`src/rtl/ccff_loader_pkg.sv`:
```
// ccff_loader_pkg: shared state type and CRC-8 constants for the configuration-chain loader
package ccff_loader_pkg;
  typedef enum logic [1:0] {IDLE, LOAD, VERIFY, DONE} state_t;
  localparam logic [7:0] CRC8_POLY = 8'h07;
  localparam logic [7:0] CRC8_INIT = 8'h00;
  function automatic logic [7:0] crc8_step(input logic [7:0] c, input logic b);
    return {c[6:0], 1'b0} ^ ((c[7] ^ b) ? CRC8_POLY : 8'h00);
  endfunction
endpackage

```
`src/rtl/ccff_crc8.sv`:
```
// ccff_crc8: serial CRC-8 register with synchronous clear and per-bit enable
module ccff_crc8
  import ccff_loader_pkg::*;
(
  input  logic       clk,
  input  logic       rst,
  input  logic       clr,
  input  logic       en,
  input  logic       bit_in,
  output logic [7:0] crc
);
  always_ff @(posedge clk)
    if (rst || clr) crc <= CRC8_INIT;
    else if (en) crc <= crc8_step(crc, bit_in);
endmodule

```
`src/rtl/ccff_loader.sv`:
```
// ccff_loader: serializes a bitstream into the config chain and optionally CRC-verifies it by recirculation
module ccff_loader
  import ccff_loader_pkg::*;
#(
  parameter int CHAIN_LEN = 512,
  parameter int WORD_W    = 8,
  parameter int CNT_W     = $clog2(CHAIN_LEN + 1)
) (
  input  logic              prog_clk,
  input  logic              prog_reset,
  input  logic              start,
  input  logic              verify_en,
  input  logic [WORD_W-1:0] bs_data,
  input  logic              bs_valid,
  output logic              bs_ready,
  output logic              ccff_head,
  output logic              ccff_shift_en,
  input  logic              ccff_tail,
  output logic              busy,
  output logic              done,
  output logic              cfg_ok,
  output logic              cfg_err
);
  localparam int ACC_W = $clog2(CHAIN_LEN + WORD_W + 1);
  localparam int BC_W  = $clog2(WORD_W + 1);
  state_t            state;
  logic [WORD_W-1:0] word_buf;
  logic [BC_W-1:0]   buf_cnt;
  logic [CNT_W-1:0]  bit_cnt;
  logic [ACC_W-1:0]  acc_cnt;
  logic [ACC_W-1:0]  rem;
  logic [7:0]        crc_wr;
  logic [7:0]        crc_rd;
  logic              ver_q;
  logic              ok_q;
  logic              err_q;
  logic              shifting;
  logic              verifying;
  logic              take;
  logic              last_bit;
  logic              clr;
  logic              match;
  assign shifting      = state == LOAD && buf_cnt != '0;
  assign verifying     = state == VERIFY;
  assign bs_ready      = state == LOAD && (buf_cnt == '0 || (buf_cnt == BC_W'(1) && shifting))
                         && acc_cnt < ACC_W'(CHAIN_LEN);
  assign take          = bs_valid && bs_ready;
  assign rem           = ACC_W'(CHAIN_LEN) - acc_cnt;
  assign last_bit      = bit_cnt == CNT_W'(CHAIN_LEN - 1);
  assign clr           = state == IDLE && start;
  assign match         = crc_rd == crc_wr;
  assign ccff_shift_en = shifting || verifying;
  assign ccff_head     = shifting ? word_buf[WORD_W-1] : (verifying && ccff_tail);
  assign busy          = state != IDLE;
  assign done          = state == DONE;
  assign cfg_ok        = done ? (ver_q && match) : ok_q;
  assign cfg_err       = done ? (ver_q && !match) : err_q;
  always_ff @(posedge prog_clk) begin
    if (prog_reset) begin
      state    <= IDLE;
      word_buf <= '0;
      buf_cnt  <= '0;
      bit_cnt  <= '0;
      acc_cnt  <= '0;
      ver_q    <= 1'b0;
      ok_q     <= 1'b0;
      err_q    <= 1'b0;
    end else begin
      case (state)
        IDLE: if (start) begin
          state    <= LOAD;
          word_buf <= '0;
          buf_cnt  <= '0;
          bit_cnt  <= '0;
          acc_cnt  <= '0;
          ver_q    <= verify_en;
          ok_q     <= 1'b0;
          err_q    <= 1'b0;
        end
        LOAD: begin
          if (take) begin
            word_buf <= bs_data;
            buf_cnt  <= rem < ACC_W'(WORD_W) ? BC_W'(rem) : BC_W'(WORD_W);
            acc_cnt  <= acc_cnt + ACC_W'(WORD_W);
          end else if (shifting) begin
            word_buf <= word_buf << 1;
            buf_cnt  <= buf_cnt - 1'b1;
          end
          if (shifting) begin
            bit_cnt <= last_bit ? '0 : bit_cnt + 1'b1;
            if (last_bit) state <= ver_q ? VERIFY : DONE;
          end
        end
        VERIFY: begin
          bit_cnt <= last_bit ? '0 : bit_cnt + 1'b1;
          if (last_bit) state <= DONE;
        end
        default: begin
          ok_q  <= ver_q && match;
          err_q <= ver_q && !match;
          state <= IDLE;
        end
      endcase
    end
  end
  ccff_crc8 u_crc_wr (
    .clk    (prog_clk),
    .rst    (prog_reset),
    .clr    (clr),
    .en     (shifting),
    .bit_in (word_buf[WORD_W-1]),
    .crc    (crc_wr)
  );
  ccff_crc8 u_crc_rd (
    .clk    (prog_clk),
    .rst    (prog_reset),
    .clr    (clr),
    .en     (verifying),
    .bit_in (ccff_tail),
    .crc    (crc_rd)
  );
endmodule
```
`config.mk`:
```
export PLATFORM = sky130hd
export DESIGN_NAME = ccff_loader
export DESIGN_NICKNAME = d
export VERILOG_FILES = /design/src/rtl/ccff_loader_pkg.sv /design/src/rtl/ccff_crc8.sv /design/src/rtl/ccff_loader.sv
export SDC_FILE = /design/constraint.sdc
export NUM_CORES = 1
export LEC_CHECK = 0
export CAP_MARGIN = 20
export CORE_MARGIN = 2
export CORE_UTILIZATION = 50
export CTS_CLUSTER_SIZE = 12
export DETAILED_ROUTE_END_ITERATION = 16
export PLACE_DENSITY = 0.77
export REMOVE_ABC_BUFFERS = 1
export SYNTH_ARGS = -nofsm -noshare
export SYNTH_HDL_FRONTEND = slang
export SYNTH_SLANG_ARGS = --single-unit
```
`constraint.sdc`:
```
create_clock -name prog_clk -period 4 [get_ports prog_clk]
set_clock_uncertainty 0.1 [all_clocks]
set_input_delay 0.8 -clock prog_clk [delete_from_list [all_inputs] [get_ports prog_clk]]
set_output_delay 0.8 -clock prog_clk [all_outputs]
set_load 0.01 [all_outputs]
```
==> summary.md, run 1 <==
| Metric | Value |
|---|---|
| Root Driver | clkbuf_8 |
| EDFF count, synth | 0 |
| Area leader, netlist | dfxtp_1 |
| Critical setup path kind | reg2out |
| Peak VDD IR | 0.3698 mV |
| # IOs | 21 |
| Sequential area share after synthesis | 0.3786 |
| Hold_buf cts | 0 |
| Worst setup EP type | output pin |
| Clock Tree Buf Depth | 2 |
| Internal power | 1.005 mW |
| Most area-consuming cells after synthesis | dfxtp_1 38%, xnor2_1 6.6%, ha_1 5.7% |
| Crit path launch type | flop |
| R2R depth | 6 |
| Gpl congestion | 0.8144 |
| Setup violators final | 0 |
| GR Layer Usage met1 | 0.2624 |
| Critical path cell sequence | inv_1, ha_1, inv_1, a21o_1, nor2_1, a31o_2, clkdlybuf4s50_1 |
| Power per cell area | 548.9 mW/mm2 |
| First-pass GRT wire length | 9.577 mm |
| Clock power frac | 0.185 |
| CP Max Fanout | 13 |
| Final Non-Filler Cells | 396 |
| TritonCTS clock tree | yes |
| Final Hold Fails | 0 |
| GRT overflow | 0 |
| Outcome | complete, no violations |
| CTS Buf Count | 5 |
| Most frequent cells in the layout | 50 x dfxtp_1, 36 x nor2_1, 20 x xnor2_1, 20 x a21oi_1, 20 x clkdlybuf4s50_1 |
| Vias in the first global route | 2126 |
| Post_cts resized | 0 |
| Gr usage total | 0.1945 |
| Synthesized area | 0.002644 mm2 |
| Wire per inst | 13.56 um |
| Most frequent CP cell | inv_1 |
| YS warnings | 0 |
| Max incr delay on CP | 0.52 ns |
| Reg-to-Reg Start | state[1] |
| Residual DRC count | 0 |
| Area of the multi-input gates | 0.001515 mm2 |
| Post-Route WL | 5.370 mm |
| Fin crit share | 0.8516 |
| Initial antenna violation count | 0 |
| Die Y | 76.72 um |
| Post-Place Cells | 388 |
| Hold endpoint | word_buf[0] |
| Vias per inst | 5.571 |
| Clock Sinks | 50 |
| DR pass1 iterations | 4 |
| DR vias | 2206 |
| Switching share of power | 0.3866 |
| Initial DRC Count | 164 |
| Hold Crit Depth | 2 |
| Comb pwr share | 0.431 |
| # Post-CTS Setup Buffers | 0 |
| Pin count of the biggest net entering global routing | 24 |
| RSZ-0062 raised after global routing | false |
| HP Start | word_buf[0] |
| Post-route worst setup slack | 0.5936 ns |
| N_diodes | 0 |
| Worst-Margin Slew | 0.8754 ns |
| Max-Slew Margin vs Limit | 0.4137 |
| Achievable Freq | 293.6 MHz |
| Post-DP HPWL | 3.866 mm |
| Die W | 76.72 um |
| CP top delay family | buffers and inverters |
| Clock period minus worst slack | 3.406 ns |
| CP arrival | 2.51 ns |
| Async SR Flop Fraction | 0 |
| H-tree lvl count | 2 |
| Die Footprint | 0.005885 mm2 |
| Final setup TNS | 0 ns |
| Layout area overhead | 12.92% |
| Initial Util | 0.5176 |
| MaxCap Viol Count | 0 |
| Synth top area share | 0.3786 |
| Clock latency on the worst-skew pair | 0.30 ns |
| Reg clk slew, reported paths | 0.10 ns |
| Flop-to-flop setup slack | 1.20 ns |
| Commonest non-fill, non-tap cell in the layout | dfxtp_1 |
| Most used routing layer | met2 |
| Reg-to-Reg End | acc_cnt[8] |
| Hold crit path type | reg2reg |
| Core Region | 0.005107 mm2 |
| CP max stage cell | clkdlybuf4s50_1 |
| Static Leak | 1.011 nW |
| Syn Inst Count | 311 |
| M3 GR Usage | 0.03412 |
| Pre-CTS setup slack | 0.7893 ns |
| Post-Syn Area per Cell | 8.501 um2 |
| Critical path required time | 3.10 ns |
| Library cells used by synthesis | 44 |
| Share of cells above drive strength 1 | 0.06135 |
| IO Port Bufs | 20 |
| Fill count | 477 |
| CP Buf/Inv Count | 3 |
| Reg area | 0.001001 mm2 |
| Fin nets | 351 |
| P_sw | 633.5 uW |
| Final Util | 0.5845 |
| Sequential fraction of design power | 0.384 |
| Met2 capacity usage during global routing | 0.3228 |
| Tot Pwr | 1.639 mW |
| Synth Flop Type | dfxtp_1 |
| Std-Cell Rows | 26 |
| Max Slew Vio Count | 0 |
| Detail Route Antenna Nets | 0 |
| Synthesized flop and latch total | 50 |
==> worst reg2reg max path: cells and delay by family, from the launching register on <==
kind / cells / cell delay [ns]
AOI/OAI and AO/OA: 1 / 0.41
adders and majority gates: 1 / 0.47
buffers and inverters: 1 / 0.10
DFF: 1 / 0.36
muxes: 1 / 0.37
and+or+nand+nor: 2 / 0.89
==> Yosys cell counts, drive strengths merged, types with 2 or more instances <==
cell and count:
o21a 2, nor2 36, mux2i 15, nor4b 3, and3 3, ha 12, nor2b 4, o21ai 8
a31o 2, o211ai 2, a211oi 3, dfxtp 50, or2 3, or3 3, nand4b 2, a31oi 3
inv 17, or3b 2, nor3 5, a311oi 8, clkbuf 12, a21o 3, buf 4, or4 7
xnor2 20, o31ai 7, nand4 5, nand2 19, a21oi 20, nand2b 4, nand3 15
==> metrics by stage <==
stage	cell area, um2	hold WS, ns
finish	2985	0.3770
global route	2985	0.4018
CTS	2985	0.3771
detailed placement	2890	0.3619
global placement	2890	0.3560
floorplan	2580	0.3403
==> per-layer routing <==
metal  part of all wire  vias up
li1                   -     1133
met1               0.49     1031
met2               0.47       40
met3              0.038        2
met4             0.0039        0
met5                  0        -
==> power by group through the flow <==
stage	clock network, mW	registers, mW	logic, mW
after floorplan	0	0.623	0.511
after global placement	0	0.636	0.680
after detailed placement	0	0.638	0.706
after CTS	0.315	0.627	0.708
after global routing	0.333	0.638	0.793
final	0.303	0.629	0.707
==> flip-flops by register name, indices dropped and copies added, names as in the netlist, 2 cells and up <==
register and flops:
acc_cnt 7, bit_cnt 10, buf_cnt 4, state 2
u_crc_rd.crc 8, u_crc_wr.crc 8, word_buf 8
==> how the worst max path moves through the flow <==
stage              from         end  depth (start not counted)
2_1_floorplan  state[1]  buf_cnt[1]                          6
3_3_place_gp      start  buf_cnt[1]                          7
3_5_place_dp      start  buf_cnt[1]                          7
4_1_cts        state[1]   ccff_head                          7
5_1_grt        state[1]   ccff_head                          7
6_report       state[1]   ccff_head                          7
==> cells by family after synthesis <==
kind of cell    share of synthesized area
xor+xnor                          0.06957
flops                              0.3786
fa+ha+maj                         0.05679
mux                               0.06105
simple gates                       0.2253
compound gates                     0.1604
buf+inv                           0.04827
==> final cells by class <==
type	instances	area share
Multi-Input combinational cell	228	0.5075
Clock buffer	6	0.02766
Tap cell	70	0.02934
Timing Repair Buffer	23	0.07460
Clock inverter	2	0.004191
Sequential cell	50	0.3353
Inverter	17	0.02137
Power figures use the tool's default switching activity.
==> inputs of run 2 (changes only) <==
--- a/config.mk
+++ b/config.mk
@@ -10,7 +10,7 @@
 export CORE_UTILIZATION = 50
 export CTS_CLUSTER_SIZE = 12
 export DETAILED_ROUTE_END_ITERATION = 16
-export PLACE_DENSITY = 0.77
+export PLACE_DENSITY = 0.8
 export REMOVE_ABC_BUFFERS = 1
 export SYNTH_ARGS = -nofsm -noshare
 export SYNTH_HDL_FRONTEND = slang
==> constraint.sdc (replaced) <==
create_clock -name prog_clk -period 2.7 [get_ports prog_clk]
set_clock_uncertainty 0.1 [all_clocks]
set_input_delay 0.54 -clock prog_clk [delete_from_list [all_inputs] [get_ports prog_clk]]
set_output_delay 0.54 -clock prog_clk [all_outputs]
set_load 0.01 [all_outputs]
==> run 2 against run 1 <==
Flip-flop and latch count did not move. Largest cell class unchanged. Largest power group unchanged. Core utilization rose by 3.2 points. Sequential share of layout area fell by 1.6 points. Count of clock-buffer cells in the layout fell by 1. Register-to-register slack got worse by 0.82 ns. Global-route usage rose by 0.46 points.
==> summary.md, run 2 (synthesis gave the netlist of run 1 again) <==
| Metric | Value |
|---|---|
| H-tree lvl count | 2 (unchanged) |
| WL met2 | 2.604 mm (was 2.522 mm) |
| Fill count | 459 (was 477) |
| Post-Route WL | 5.561 mm (was 5.370 mm) |
| Achievable Freq | 382.9 MHz |
| Most frequent cells in the layout | 46 x dfxtp_1, 36 x nor2_1, 20 x xnor2_1, 20 x a21oi_1 (was 50 x dfxtp_1, 36 x nor2_1, 20 x xnor2_1, 20 x a21oi_1, 20 x clkdlybuf4s50_1) |
| Critical setup path kind | reg2out (unchanged) |
| Detail Route Antenna Nets | 0 (unchanged) |
| Commonest non-fill, non-tap cell in the layout | dfxtp_1 (unchanged) |
| Max reg flops | 10 (unchanged) |
| Reg clk slew, reported paths | 0.09 ns (was 0.10 ns) |
| Sequential fraction of design power | 0.357 (was 0.384) |
| Root Driver | clkbuf_8 (unchanged) |
| Clock power frac | 0.202 (was 0.185) |
| Worst setup EP type | output pin (unchanged) |
| # IOs | 21 (unchanged) |
| Internal power | 1.642 mW (was 1.005 mW) |
| CP top delay family | buffers and inverters (unchanged) |
| Outcome | complete, no violations (unchanged) |
| Initial DRC Count | 158 (was 164) |
| DR pass1 iterations | 4 (unchanged) |
| Switching share of power | 0.3794 (was 0.3866) |
| Clock latency on the worst-skew pair | 0.30 ns (about the same) |
| Crit path launch type | flop (unchanged) |
| Post-DP HPWL | 4.021 mm (was 3.866 mm) |
| Die Y | 76.72 um (unchanged) |
| Pre-CTS setup slack | 0.05690 ns (was 0.7893 ns) |
| CP Max Fanout | 4 (was 13) |
| Comb pwr share | 0.440 (was 0.431) |
| Clock period minus worst slack | 2.612 ns |
| GRT overflow | 0 (unchanged) |
| Critical path cell sequence | inv_1, ha_1, or2_2, and3_1, clkdlybuf4s50_1 (was inv_1, ha_1, inv_1, a21o_1, nor2_1, a31o_2, clkdlybuf4s50_1) |
| Biggest register | bit_cnt (unchanged) |
| CTS Buf Count | 5 (unchanged) |
| Std-Cell Rows | 26 (unchanged) |
| Final Non-Filler Cells | 409 (was 396) |
| Max-Slew Margin vs Limit | 0.5684 (was 0.4137) |
| Max Slew Vio Count | 0 (unchanged) |
| Hold_buf cts | 0 (unchanged) |
| TritonCTS clock tree | yes (unchanged) |
| Critical path required time | 2.06 ns (was 3.10 ns) |
| Clock Tree Buf Depth | 2 (unchanged) |
| Max incr delay on CP | 0.48 ns (was 0.52 ns) |
| R2R depth | 7 (was 6) |
| Gpl congestion | 0.8222 (was 0.8144) |
| Die Footprint | 0.005885 mm2 (unchanged) |
| Peak VDD IR | 0.6133 mV (was 0.3698 mV) |
| Layout area overhead | 19.03% (was 12.92%) |
| IO Port Bufs | 20 (unchanged) |
| Post-Place Cells | 398 (was 388) |
| P_sw | 1.004 mW (was 633.5 uW) |
| Vias per inst | 5.619 (was 5.571) |
| Pin count of the biggest net entering global routing | 22 (was 24) |
| MaxCap Viol Count | 0 (unchanged) |
| Hold Crit Depth | 2 (unchanged) |
| CP Depth | 5 (was 7) |
| Wire per inst | 13.60 um (was 13.56 um) |
| Vias in the first global route | 2133 (was 2126) |
| Worst-Margin Slew | 0.6383 ns (was 0.8754 ns) |
| N_diodes | 0 (unchanged) |
| Metal3 WL | 236 um (was 205 um) |
| Setup violators final | 0 (unchanged) |
| Top sig layer | met4 (unchanged) |
| Hold crit path type | reg2reg (unchanged) |
| Clock Sinks | 50 (unchanged) |
| Initial antenna violation count | 0 (unchanged) |
| Gr usage total | 0.1991 (was 0.1945) |
| Residual DRC count | 0 (unchanged) |
| Final Hold Fails | 0 (unchanged) |
| WL met1 | 2.664 mm (was 2.620 mm) |
| CP arrival | 1.97 ns (was 2.51 ns) |
| Die W | 76.72 um (unchanged) |
| CP max stage cell | clkdlybuf4s50_1 (unchanged) |
| Static Leak | 1.108 nW (was 1.011 nW) |
| First-pass GRT wire length | 9.701 mm (was 9.577 mm) |
| Share of cells above drive strength 1 | 0.1209 (was 0.06135) |
| Fin crit share | 0.9674 |
| Fin nets | 364 (was 351) |
| DR vias | 2298 (was 2206) |
| Post-route worst setup slack | 0.08802 ns (was 0.5936 ns) |
| Initial Util | 0.5176 (unchanged) |
| Power per cell area | 840.9 mW/mm2 (was 548.9 mW/mm2) |
| Core Region | 0.005107 mm2 (unchanged) |
| CP Buf/Inv Count | 2 (was 3) |
## run 2: metrics by stage
stage | utilization | setup TNS (ns) | total power [mW] | cell area, um2 | hold slack [ns]
floorplan | - | 0 | 1.681 | 2580 | 0.3403
global placement | 0.5806 | 0 | 2.031 | 2965 | 0.3574
detailed placement | 0.5806 | 0 | 2.052 | 2965 | 0.3704
CTS | 0.6041 | 0 | 2.595 | 3085 | 0.3835
global route | 0.6161 | -0.02465 | 2.809 | 3147 | 0.4201
finish | 0.6161 | 0 | 2.646 | 3147 | 0.3844
## run 2: repair_timing
item / in CTS / in global routing
cloned: 0 / 0
setup endpoints to repair: 2 / 4
buffers inserted: 0 / 3
resized for setup: 2 / 9
hold endpoints to repair: 0 / 0
pin swaps: 0 / 1
## run 2: power groups by stage
stage | Clock [mW] | Combinational (mW) | Sequential (mW)
detailed placement | 0 | 1.10 | 0.947
floorplan | 0 | 0.757 | 0.924
CTS | 0.545 | 1.12 | 0.934
finish | 0.535 | 1.17 | 0.946
global route | 0.570 | 1.28 | 0.963
global placement | 0 | 1.09 | 0.941
## run 2: worst paths after layout
kind                            startpoint         end  slack, ns
worst min register to register  bit_cnt[9]  bit_cnt[9]       0.38
worst max register to register    state[1]  bit_cnt[9]       0.38
worst min-delay path            bit_cnt[9]  bit_cnt[9]       0.38
worst max-delay path            buf_cnt[0]    bs_ready       0.09
## run 2: worst register-to-register path, stage by stage (launching register included)
cell and delay [ns]:
dfxtp_2 0.37, inv_1 0.09, ha_4 0.18, buf_4 0.17
and4bb_4 0.23, or3_1 0.44, or4_1 0.53, a21oi_1 0.14
## run 2: metal layers
layer / vias up / track usage
li1: 1156 / -
met1: 1065 / 0.2791
met2: 70 / 0.3167
met3: 7 / 0.03529
met4: 0 / 0.05273
met5: - / 0
## run 2: final cells by class
type / instances / area [um2] / area share
multi-input cells: 228 / 1553 / 0.4934
flip-flops and latches: 50 / 1006 / 0.3197
clock buffers: 5 / 68.82 / 0.02187
inverters: 17 / 63.81 / 0.02028
clock inverters: 3 / 45.04 / 0.01431
repair buffers: 36 / 322.8 / 0.1026
well taps: 70 / 87.58 / 0.02783
